`src/rtl/er_scheduler.sv`:
```
// Frame-synchronised launcher for the Earthrise drawing engine: optional canvas
// clear, then draw, with repeat-every-frame mode and a per-pass watchdog.
module er_scheduler #(
  parameter int unsigned            ADDRW      = 16,
  parameter int unsigned            TOW        = 24,
  parameter logic [TOW-1:0]         TIMEOUT    = 24'hFFFFFF,
  parameter bit                     AUTO_START = 1'b1,
  parameter logic [ADDRW-1:0]       AUTO_ADDR  = '0
) (
  input  logic             clk_sys,
  input  logic             rst_sys,
  input  logic             frame_start,
  input  logic             cmd_valid,
  output logic             cmd_ready,
  input  logic [ADDRW-1:0] cmd_addr,
  input  logic             cmd_clear,
  input  logic             cmd_repeat,
  input  logic             cmd_stop,
  output logic             clr_start,
  input  logic             clr_done,
  output logic             er_start,
  output logic [ADDRW-1:0] er_addr,
  input  logic             er_done,
  output logic             busy,
  output logic             error,
  output logic             frame_miss
);

  typedef enum logic [2:0] {
    S_IDLE,
    S_LAUNCH,
    S_WAIT_FRAME,
    S_CLEAR,
    S_DRAW
  } state_e;

  localparam state_e RST_STATE = AUTO_START ? S_LAUNCH : S_IDLE;

  state_e           state_q, state_d;
  logic [ADDRW-1:0] addr_q, addr_d;
  logic             clear_q, clear_d;
  logic             repeat_q, repeat_d;
  logic             error_q, error_d;
  logic [TOW-1:0]   cnt_q, cnt_d;
  logic             cmd_ready_q, cmd_ready_d;
  logic             busy_q, busy_d;
  logic             er_start_q, er_start_d;
  logic             clr_start_q, clr_start_d;
  logic             frame_miss_q, frame_miss_d;
  logic             timeout;

  assign timeout = (cnt_q == TIMEOUT);

  always_comb begin
    // NOTE: every signal gets a default first so no path through the case
    // below can leave one unassigned and infer a latch.
    state_d      = state_q;
    addr_d       = addr_q;
    clear_d      = clear_q;
    repeat_d     = repeat_q & ~cmd_stop;
    error_d      = error_q;
    er_start_d   = 1'b0;
    clr_start_d  = 1'b0;
    frame_miss_d = 1'b0;

    unique case (state_q)
      S_LAUNCH: begin
        addr_d     = AUTO_ADDR;
        clear_d    = 1'b0;
        repeat_d   = 1'b0;
        er_start_d = 1'b1;
        state_d    = S_DRAW;
      end
      S_IDLE: begin
        // A frame_start coinciding with the transfer is simply not looked at here.
        if (cmd_valid && cmd_ready_q) begin
          addr_d   = cmd_addr;
          clear_d  = cmd_clear;
          repeat_d = cmd_repeat & ~cmd_stop;
          error_d  = 1'b0;
          state_d  = S_WAIT_FRAME;
        end
      end
      S_WAIT_FRAME: begin
        if (cmd_stop) begin
          state_d = S_IDLE;
        end else if (frame_start) begin
          if (clear_q) begin
            clr_start_d = 1'b1;
            state_d     = S_CLEAR;
          end else begin
            er_start_d = 1'b1;
            state_d    = S_DRAW;
          end
        end
      end
      S_CLEAR: begin
        frame_miss_d = frame_start;
        if (clr_done) begin
          er_start_d = 1'b1;
          state_d    = S_DRAW;
        end else if (timeout) begin
          error_d  = 1'b1;
          repeat_d = 1'b0;
          state_d  = S_IDLE;
        end
      end
      S_DRAW: begin
        frame_miss_d = frame_start;
        if (er_done) begin
          state_d = repeat_d ? S_WAIT_FRAME : S_IDLE;
        end else if (timeout) begin
          error_d  = 1'b1;
          repeat_d = 1'b0;
          state_d  = S_IDLE;
        end
      end
      default: state_d = S_IDLE;
    endcase

    // Watchdog restarts on every state change, so CLEAR->DRAW gets a fresh budget.
    if (state_d != state_q) begin
      cnt_d = '0;
    end else if ((state_q == S_CLEAR || state_q == S_DRAW) && cnt_q != '1) begin
      cnt_d = cnt_q + TOW'(1);
    end else begin
      cnt_d = cnt_q;
    end

    cmd_ready_d = (state_d == S_IDLE);
    busy_d      = (state_d != S_IDLE);
  end

  always_ff @(posedge clk_sys) begin
    // NOTE: state registers use non-blocking assignments so every flop samples
    // the pre-edge value of every other flop.
    if (rst_sys) begin
      state_q      <= RST_STATE;
      addr_q       <= '0;
      clear_q      <= 1'b0;
      repeat_q     <= 1'b0;
      error_q      <= 1'b0;
      cnt_q        <= '0;
      cmd_ready_q  <= 1'b0;
      busy_q       <= 1'b0;
      er_start_q   <= 1'b0;
      clr_start_q  <= 1'b0;
      frame_miss_q <= 1'b0;
    end else begin
      state_q      <= state_d;
      addr_q       <= addr_d;
      clear_q      <= clear_d;
      repeat_q     <= repeat_d;
      error_q      <= error_d;
      cnt_q        <= cnt_d;
      cmd_ready_q  <= cmd_ready_d;
      busy_q       <= busy_d;
      er_start_q   <= er_start_d;
      clr_start_q  <= clr_start_d;
      frame_miss_q <= frame_miss_d;
    end
  end

  assign cmd_ready  = cmd_ready_q;
  assign busy       = busy_q;
  assign error      = error_q;
  assign er_start   = er_start_q;
  assign clr_start  = clr_start_q;
  assign frame_miss = frame_miss_q;
  assign er_addr    = addr_q;

endmodule

```
`config.mk`:
```
export PLATFORM = sky130hd
export DESIGN_NAME = er_scheduler
export DESIGN_NICKNAME = d
export VERILOG_FILES = /design/src/rtl/er_scheduler.sv
export SDC_FILE = /design/constraint.sdc
export NUM_CORES = 1
export LEC_CHECK = 0
export ABC_AREA = 1
export BUFFER_PORTS_ARGS = -buffer_cell sky130_fd_sc_hd__buf_2
export CORE_MARGIN = 5
export CORE_UTILIZATION = 30
export DETAILED_ROUTE_END_ITERATION = 16
export MAX_ROUTING_LAYER = met4
export PLACE_DENSITY_LB_ADDON = 0.12
export SYNTH_ARGS = -nofsm -noshare
export SYNTH_HDL_FRONTEND = slang
export SYNTH_SLANG_ARGS = --single-unit
```
`constraint.sdc`:
```
create_clock -name clk_sys -period 2 [get_ports clk_sys]
set_input_delay 0.2 -clock clk_sys [delete_from_list [all_inputs] [get_ports clk_sys]]
set_output_delay 0.2 -clock clk_sys [all_outputs]
set_load 0.03 [all_outputs]
```
==> flow_summary_export.csv, run 1 <==
group,metric,value,unit
outcome,status,"finished clean",
floorplanning,die-area,11400,um^2
place,place.gp.congestion,0.832,
timing,final-hold-violation-count,0,
critical_path,cp-endpoint,"cnt_q[19]",
timing,hold_ws,0.0911,ns
timing,maxSlewHeadroom,0.698,
critical_path,r2r_end,"cnt_q[19]",
drt,drc,0,
timing,setup_viol,0,
flow_run,drv_cap,0,
drt,finalWirelength,6.92,mm
cts,ctsResizeCount,0,
drt,drt_iter0_drc,107,
drt,antenna_left,0,
timing,skew,0.00957,ns
power_and_ir_drop,peakVddDrop,0.256,mV
cts,cts.path.max_buffers,2,
drt,drtPass1Iterations,5,
yosys,syn_area_per_cell,6.83,um^2
place,io_buffers,46,
yosys,syn_inst,410,
drt,num_vias,2585,
global_route,grt_pass1_wl,11.7,mm
place,place_inst,568,
floorplanning,pin_count,47,
critical_path,cp.required,2.20,ns
power_and_ir_drop,p_leak,1.37,nW
hold_path,hold_path_class,"input port to register",
global_route,grt_pass1_vias,2503,
timing,fin_crit,1.81,ns
floorplanning,core,9150,um^2
finish,fin_nets,490,
cts,clkTransAtPathRegs,0.10,ns
floorplanning,die_w,107,um
power_and_ir_drop,cellPowerDensity,614,nW/um^2
cts,clockRootBuffer,"clkbuf_8",
yosys,async_reset_ff_frac,0,
critical_path,end_kind,"register",
critical_path,path_max_fanout,13,
cts,insertion_delay,0.31,ns
cts,cts_tree,"done",
timing,tns,0,ns
timing,rsz0062_at_grt,"false",
yosys,synth_nets,436,
critical_path,r2r_slack,0.19,ns
critical_path,worstReg2RegStart,"cnt_q[1]",
floorplanning,initial_core_util,0.306,
timing,fmax,552,MHz
yosys,synth-edff-count,0,
yosys,seq_area_frac_synth,0.364,
global_route,antenna_found_initial,0,
yosys,synth_ff_type,"dfxtp_1",
critical_path,critPathLaunchType,"register",
global_route,grt_max_degree,24,
cts,cts_made_buffers,5,
timing,max_slew.worst_pin.slew,0.449,ns
finish,diodes,0,
critical_path,ff2ff_path_depth,10,
drt,post_drt_via_cell_ratio,4.49,
critical_path,cp-startpoint,"cnt_q[1]",
power_and_ir_drop,p_total,2.04,mW
floorplanning,fp.dieH,107,um
cts,cts-htree-levels,2,
cts,clkSinkCount,51,
drt,wl_per_cell,12.0,um
yosys,netlist-cell-type-count,31,
finish,final_cell_mix,"90 x nand2_1, 72 x nor2_1, 50 x dfxtp_1",
yosys,synth_seq_cells,51,
finish,drive_above_1_share,0.241,
yosys,netlist_area,2800,um^2
finish,final_area,3320,um^2
cts,hold_buffers,0,
global_route,grt_usage,0.130,
cts,cts_setup_buffers,0,
finish,layout.cells.non_filler,576,
floorplanning,rows,35,
place,dpl_cell_area,3220,um^2
place,hpwl,5.39,mm
global_route,gr-total-overflow,0,
finish,syn_to_final_growth,18.4,%
timing,maxSlewViolCount,0,
timing,post-route-period-util,0.906,
finish,mostFrequentLayoutCell,"nand2_1",
critical_path,cp.arrival,2.01,ns
critical_path,crit_type,"register to register",
yosys,yosys_warnings,0,
Yosys cell counts, types with 4 or more instances:
| master | n | share of area |
|---|---|---|
| nand3b_1 | 5 | 0.013 |
| nor2_4 | 7 | 0.028 |
| a21oi_1 | 24 | 0.043 |
| inv_1 | 43 | 0.058 |
| nand2_2 | 4 | 0.0089 |
| inv_2 | 5 | 0.0067 |
| o21ai_0 | 24 | 0.043 |
| nand4_1 | 4 | 0.0089 |
| dfxtp_1 | 51 | 0.36 |
| nor3_1 | 5 | 0.0089 |
| nor2_2 | 21 | 0.047 |
| mux2i_1 | 4 | 0.014 |
| xnor2_1 | 4 | 0.013 |
| xor2_1 | 12 | 0.038 |
| nand3_1 | 10 | 0.018 |
| nor2_1 | 72 | 0.096 |
| nand2_1 | 90 | 0.12 |
worst min path at each step:
stage            endpoint  slack (ns)  startpoint  depth (start not counted)
2_1_floorplan    repeat_q        0.27     rst_sys                          1
3_3_place_gp     repeat_q        0.43     rst_sys                          2
3_5_place_dp   frame_miss        0.43     rst_sys                          2
4_1_cts        frame_miss        0.08     rst_sys                          2
5_1_grt        frame_miss        0.09     rst_sys                          2
6_report       frame_miss        0.09     rst_sys                          2
worst max-delay path, cell delays in order (launching register included):
cell and delay, ns:
dfxtp_2 0.37, ha_1 0.17, inv_1 0.10, nor2_4 0.13
nand2_2 0.10, nor2_4 0.13, nand2_2 0.09, nand2_4 0.18
buf_12 0.16, mux2i_1 0.21, nor2_2 0.05
flip-flops by register name (all words and copies together), names as in the netlist:
register,cells
er_addr,16
error,1
clr_start,1
repeat_q,1
clear_q,1
cnt_q,24
cmd_ready,1
er_start,1
frame_miss,1
state_q,3
busy,1
per-layer routing:
layer | global-route usage | vias to the layer above | wire length (um) | part of all wire
met5 | - | - | 0 | 0
met4 | 0.0329 | 0 | 61 | 0.0088
met3 | 0.0241 | 6 | 279 | 0.040
met2 | 0.204 | 44 | 3220 | 0.47
met1 | 0.174 | 1152 | 3360 | 0.49
li1 | - | 1383 | - | -
report_power, final:
group          internal, mW  switching (mW)
clock                 0.258           0.374
combinational         0.106           0.222
sequential             1.06          0.0222
total                  1.42           0.618
area by class of cell:
cell class / instances / area, um^2
flip-flops and latches: 51 / 1020
fillers: 979 / 5830
inverters: 50 / 195
clock inverters: 3 / 27.5
clock buffers: 5 / 68.8
repair buffers: 57 / 350
well taps: 111 / 139
multi-input cells: 299 / 1520
metrics by stage:
| step | utilization | setup WS, ns |
|---|---|---|
| detailed placement | 0.352 | 0.113 |
| CTS | 0.362 | 0.0817 |
| floorplan | - | 0.233 |
| global route | 0.363 | 0.00254 |
| global placement | 0.352 | 0.195 |
| finish | 0.363 | 0.189 |
cells by family (layout without fill, tap and decap cells):
kind of cell / after synthesis / after routing / synth area share
adder cells (fa/ha/maj): 1 / 1 / 0.00447
AO/OA/AOI/OAI: 53 / 53 / 0.0965
XOR/XNOR: 16 / 16 / 0.0500
multiplexers: 4 / 4 / 0.0143
flip-flops: 51 / 51 / 0.364
buffers and inverters: 60 / 115 / 0.0947
AND/OR/NAND/NOR: 225 / 225 / 0.376
Power figures use the tool's default switching activity.
==> run 2: changes to the inputs <==
--- a/config.mk
+++ b/config.mk
@@ -9,6 +9,7 @@
 export BUFFER_PORTS_ARGS = -buffer_cell sky130_fd_sc_hd__buf_2
 export CORE_MARGIN = 5
 export CORE_UTILIZATION = 30
+export CTS_BUF_LIST = sky130_fd_sc_hd__clkbuf_2 sky130_fd_sc_hd__clkbuf_4 sky130_fd_sc_hd__clkbuf_8
 export DETAILED_ROUTE_END_ITERATION = 16
 export MAX_ROUTING_LAYER = met4
 export PLACE_DENSITY_LB_ADDON = 0.12
==> constraint.sdc (replaced) <==
create_clock -name clk_sys -period 1.6 [get_ports clk_sys]
set_input_delay 0.16 -clock clk_sys [delete_from_list [all_inputs] [get_ports clk_sys]]
set_output_delay 0.16 -clock clk_sys [all_outputs]
set_load 0.03 [all_outputs]
==> flow_summary_export.csv, run 2 (synthesis results as in run 1) <==
group,metric,value,unit
outcome,status,"complete, but fails checks",
outcome,violations,"setup timing",
timing,fin_crit,1.72,ns
cts,cts.path.max_buffers,2,
drt,antenna_left,0,
cts,cts_made_buffers,5,
critical_path,cp.arrival,1.93,ns
timing,fin_ws,-0.124,ns
power_and_ir_drop,peakVddDrop,0.387,mV
power_and_ir_drop,cellPowerDensity,673,nW/um^2
cts,clkTransAtPathRegs,0.09,ns
timing,final-hold-violation-count,0,
finish,drive_above_1_share,0.389,
finish,fin_util,0.422,
finish,final_cell_mix,"82 x nand2_1, 61 x nor2_1, 46 x buf_2, 46 x buf_4, 42 x inv_1",
place,place_inst,603,
timing,maxSlewHeadroom,0.788,
finish,fillers,972,
cts,insertion_delay,0.31,ns
power_and_ir_drop,p_leak,1.64,nW
floorplanning,die-area,11400,um^2
global_route,grt_pass1_vias,2703,
critical_path,cp.required,1.80,ns
finish,syn_to_final_growth,37.8,%
timing,maxSlewViolCount,0,
timing,max_slew.worst_pin.slew,0.315,ns
floorplanning,fp.dieH,107,um
global_route,grt_usage,0.141,
timing,setup_viol,25,
finish,mostFrequentLayoutCell,"nand2_1",
finish,fin_nets,532,
drt,wl_per_cell,12.6,um
power_and_ir_drop,p_total,2.60,mW
cts,clockRootBuffer,"clkbuf_8",
timing,fmax,580,MHz
floorplanning,initial_core_util,0.306,
cts,cts-htree-levels,2,
critical_path,cp-startpoint,"cnt_q[0]",
drt,drtPass1Iterations,4,
finish,largest_reg_flops,24,
drt,drc,0,
place,detailedPlace.worstSlack,-0.0535,ns
global_route,grt_max_degree,24,
critical_path,path_max_fanout,6,
critical_path,end_kind,"register",
hold_path,hold_path_class,"input port to register",
place,io_buffers,46,
place,place.gp.congestion,0.812,
place,hpwl,5.78,mm
flow_run,drv_cap,0,
drt,drt_iter0_drc,108,
global_route,gr-total-overflow,0,
floorplanning,die_w,107,um
global_route,antenna_found_initial,0,
finish,diodes,0,
critical_path,critPathLaunchType,"register",
timing,hold_ws,0.0685,ns
timing,rsz0062_at_grt,"true",
global_route,grt_pass1_wl,12.6,mm
critical_path,worstReg2RegStart,"cnt_q[0]",
timing,post-route-period-util,1.08,
hold_path,hp-start,"rst_sys",
finish,layout.cells.non_filler,618,
cts,clkSinkCount,51,
finish,top_register,"cnt_q",
cts,cts_tree,"done",
floorplanning,rows,35,
floorplanning,pin_count,47,
drt,finalWirelength,7.78,mm
cts,hold_buffers,0,
drt,post_drt_via_cell_ratio,4.46,
critical_path,crit_type,"register to register",
timing,skew,0.00934,ns
floorplanning,core,9150,um^2
drt,num_vias,2758,
run 2: path summary, 6_finish.rpt:
path,end,slack [ns],depth (start not counted)
worst min-delay path,repeat_q,0.07,2
worst max-delay path,cnt_q[19],-0.12,11
worst max register to register,cnt_q[19],-0.12,11
worst min register to register,error,0.48,2
run 2: power breakdown:
part,switching (mW),leakage (nW),internal (mW)
sequential,0.0266,0.424,1.31
clock,0.440,0.0474,0.354
combinational,0.297,1.17,0.166
total,0.763,1.64,1.83
run 2: per-stage QoR:
| stage | area (um^2) | TNS, ns |
|---|---|---|
| global route | 3860 | -4.41 |
| detailed placement | 3500 | -0.877 |
| floorplan | 2820 | 0 |
| global placement | 3500 | -0.484 |
| CTS | 3620 | -0.512 |
| finish | 3860 | -2.53 |
run 2: repair_timing:
item                                    CTS  global route
pin swaps                                 0             8
gates resized for setup                   7            52
endpoints found under the setup margin   25            45
gates cloned                              0             2
setup buffers                             1             4
endpoints found under the hold margin     0             0
run 2: worst max-delay path, stage by stage, from the launching register on:
cell and delay, ns:
dfxtp_4 0.37, ha_4 0.15, inv_4 0.04, nor2_4 0.11, nand2_2 0.09, nor2_4 0.15
nand2_4 0.08, a21oi_2 0.16, o31ai_2 0.11, nand3_4 0.15, clkbuf_16 0.18, nor2_2 0.03
run 2: metal layers:
metal | GRT usage | up-vias | part of all wire
met1 | 0.178 | 1241 | 0.45
li1 | - | 1467 | -
met5 | - | - | 0
met4 | 0.0329 | 0 | 0.010
met2 | 0.238 | 44 | 0.51
met3 | 0.0217 | 6 | 0.035
run 2: cell type report:
class                           instances  area, um^2  share of cell area
Inverter                               50         200              0.0519
Clock buffer                            6        82.6              0.0214
Clock inverter                          2        16.3             0.00421
Multi-Input combinational cell        299        1670               0.432
Timing Repair Buffer                   99         708               0.183
Tap cell                              111         139              0.0360
Sequential cell                        51        1050               0.271
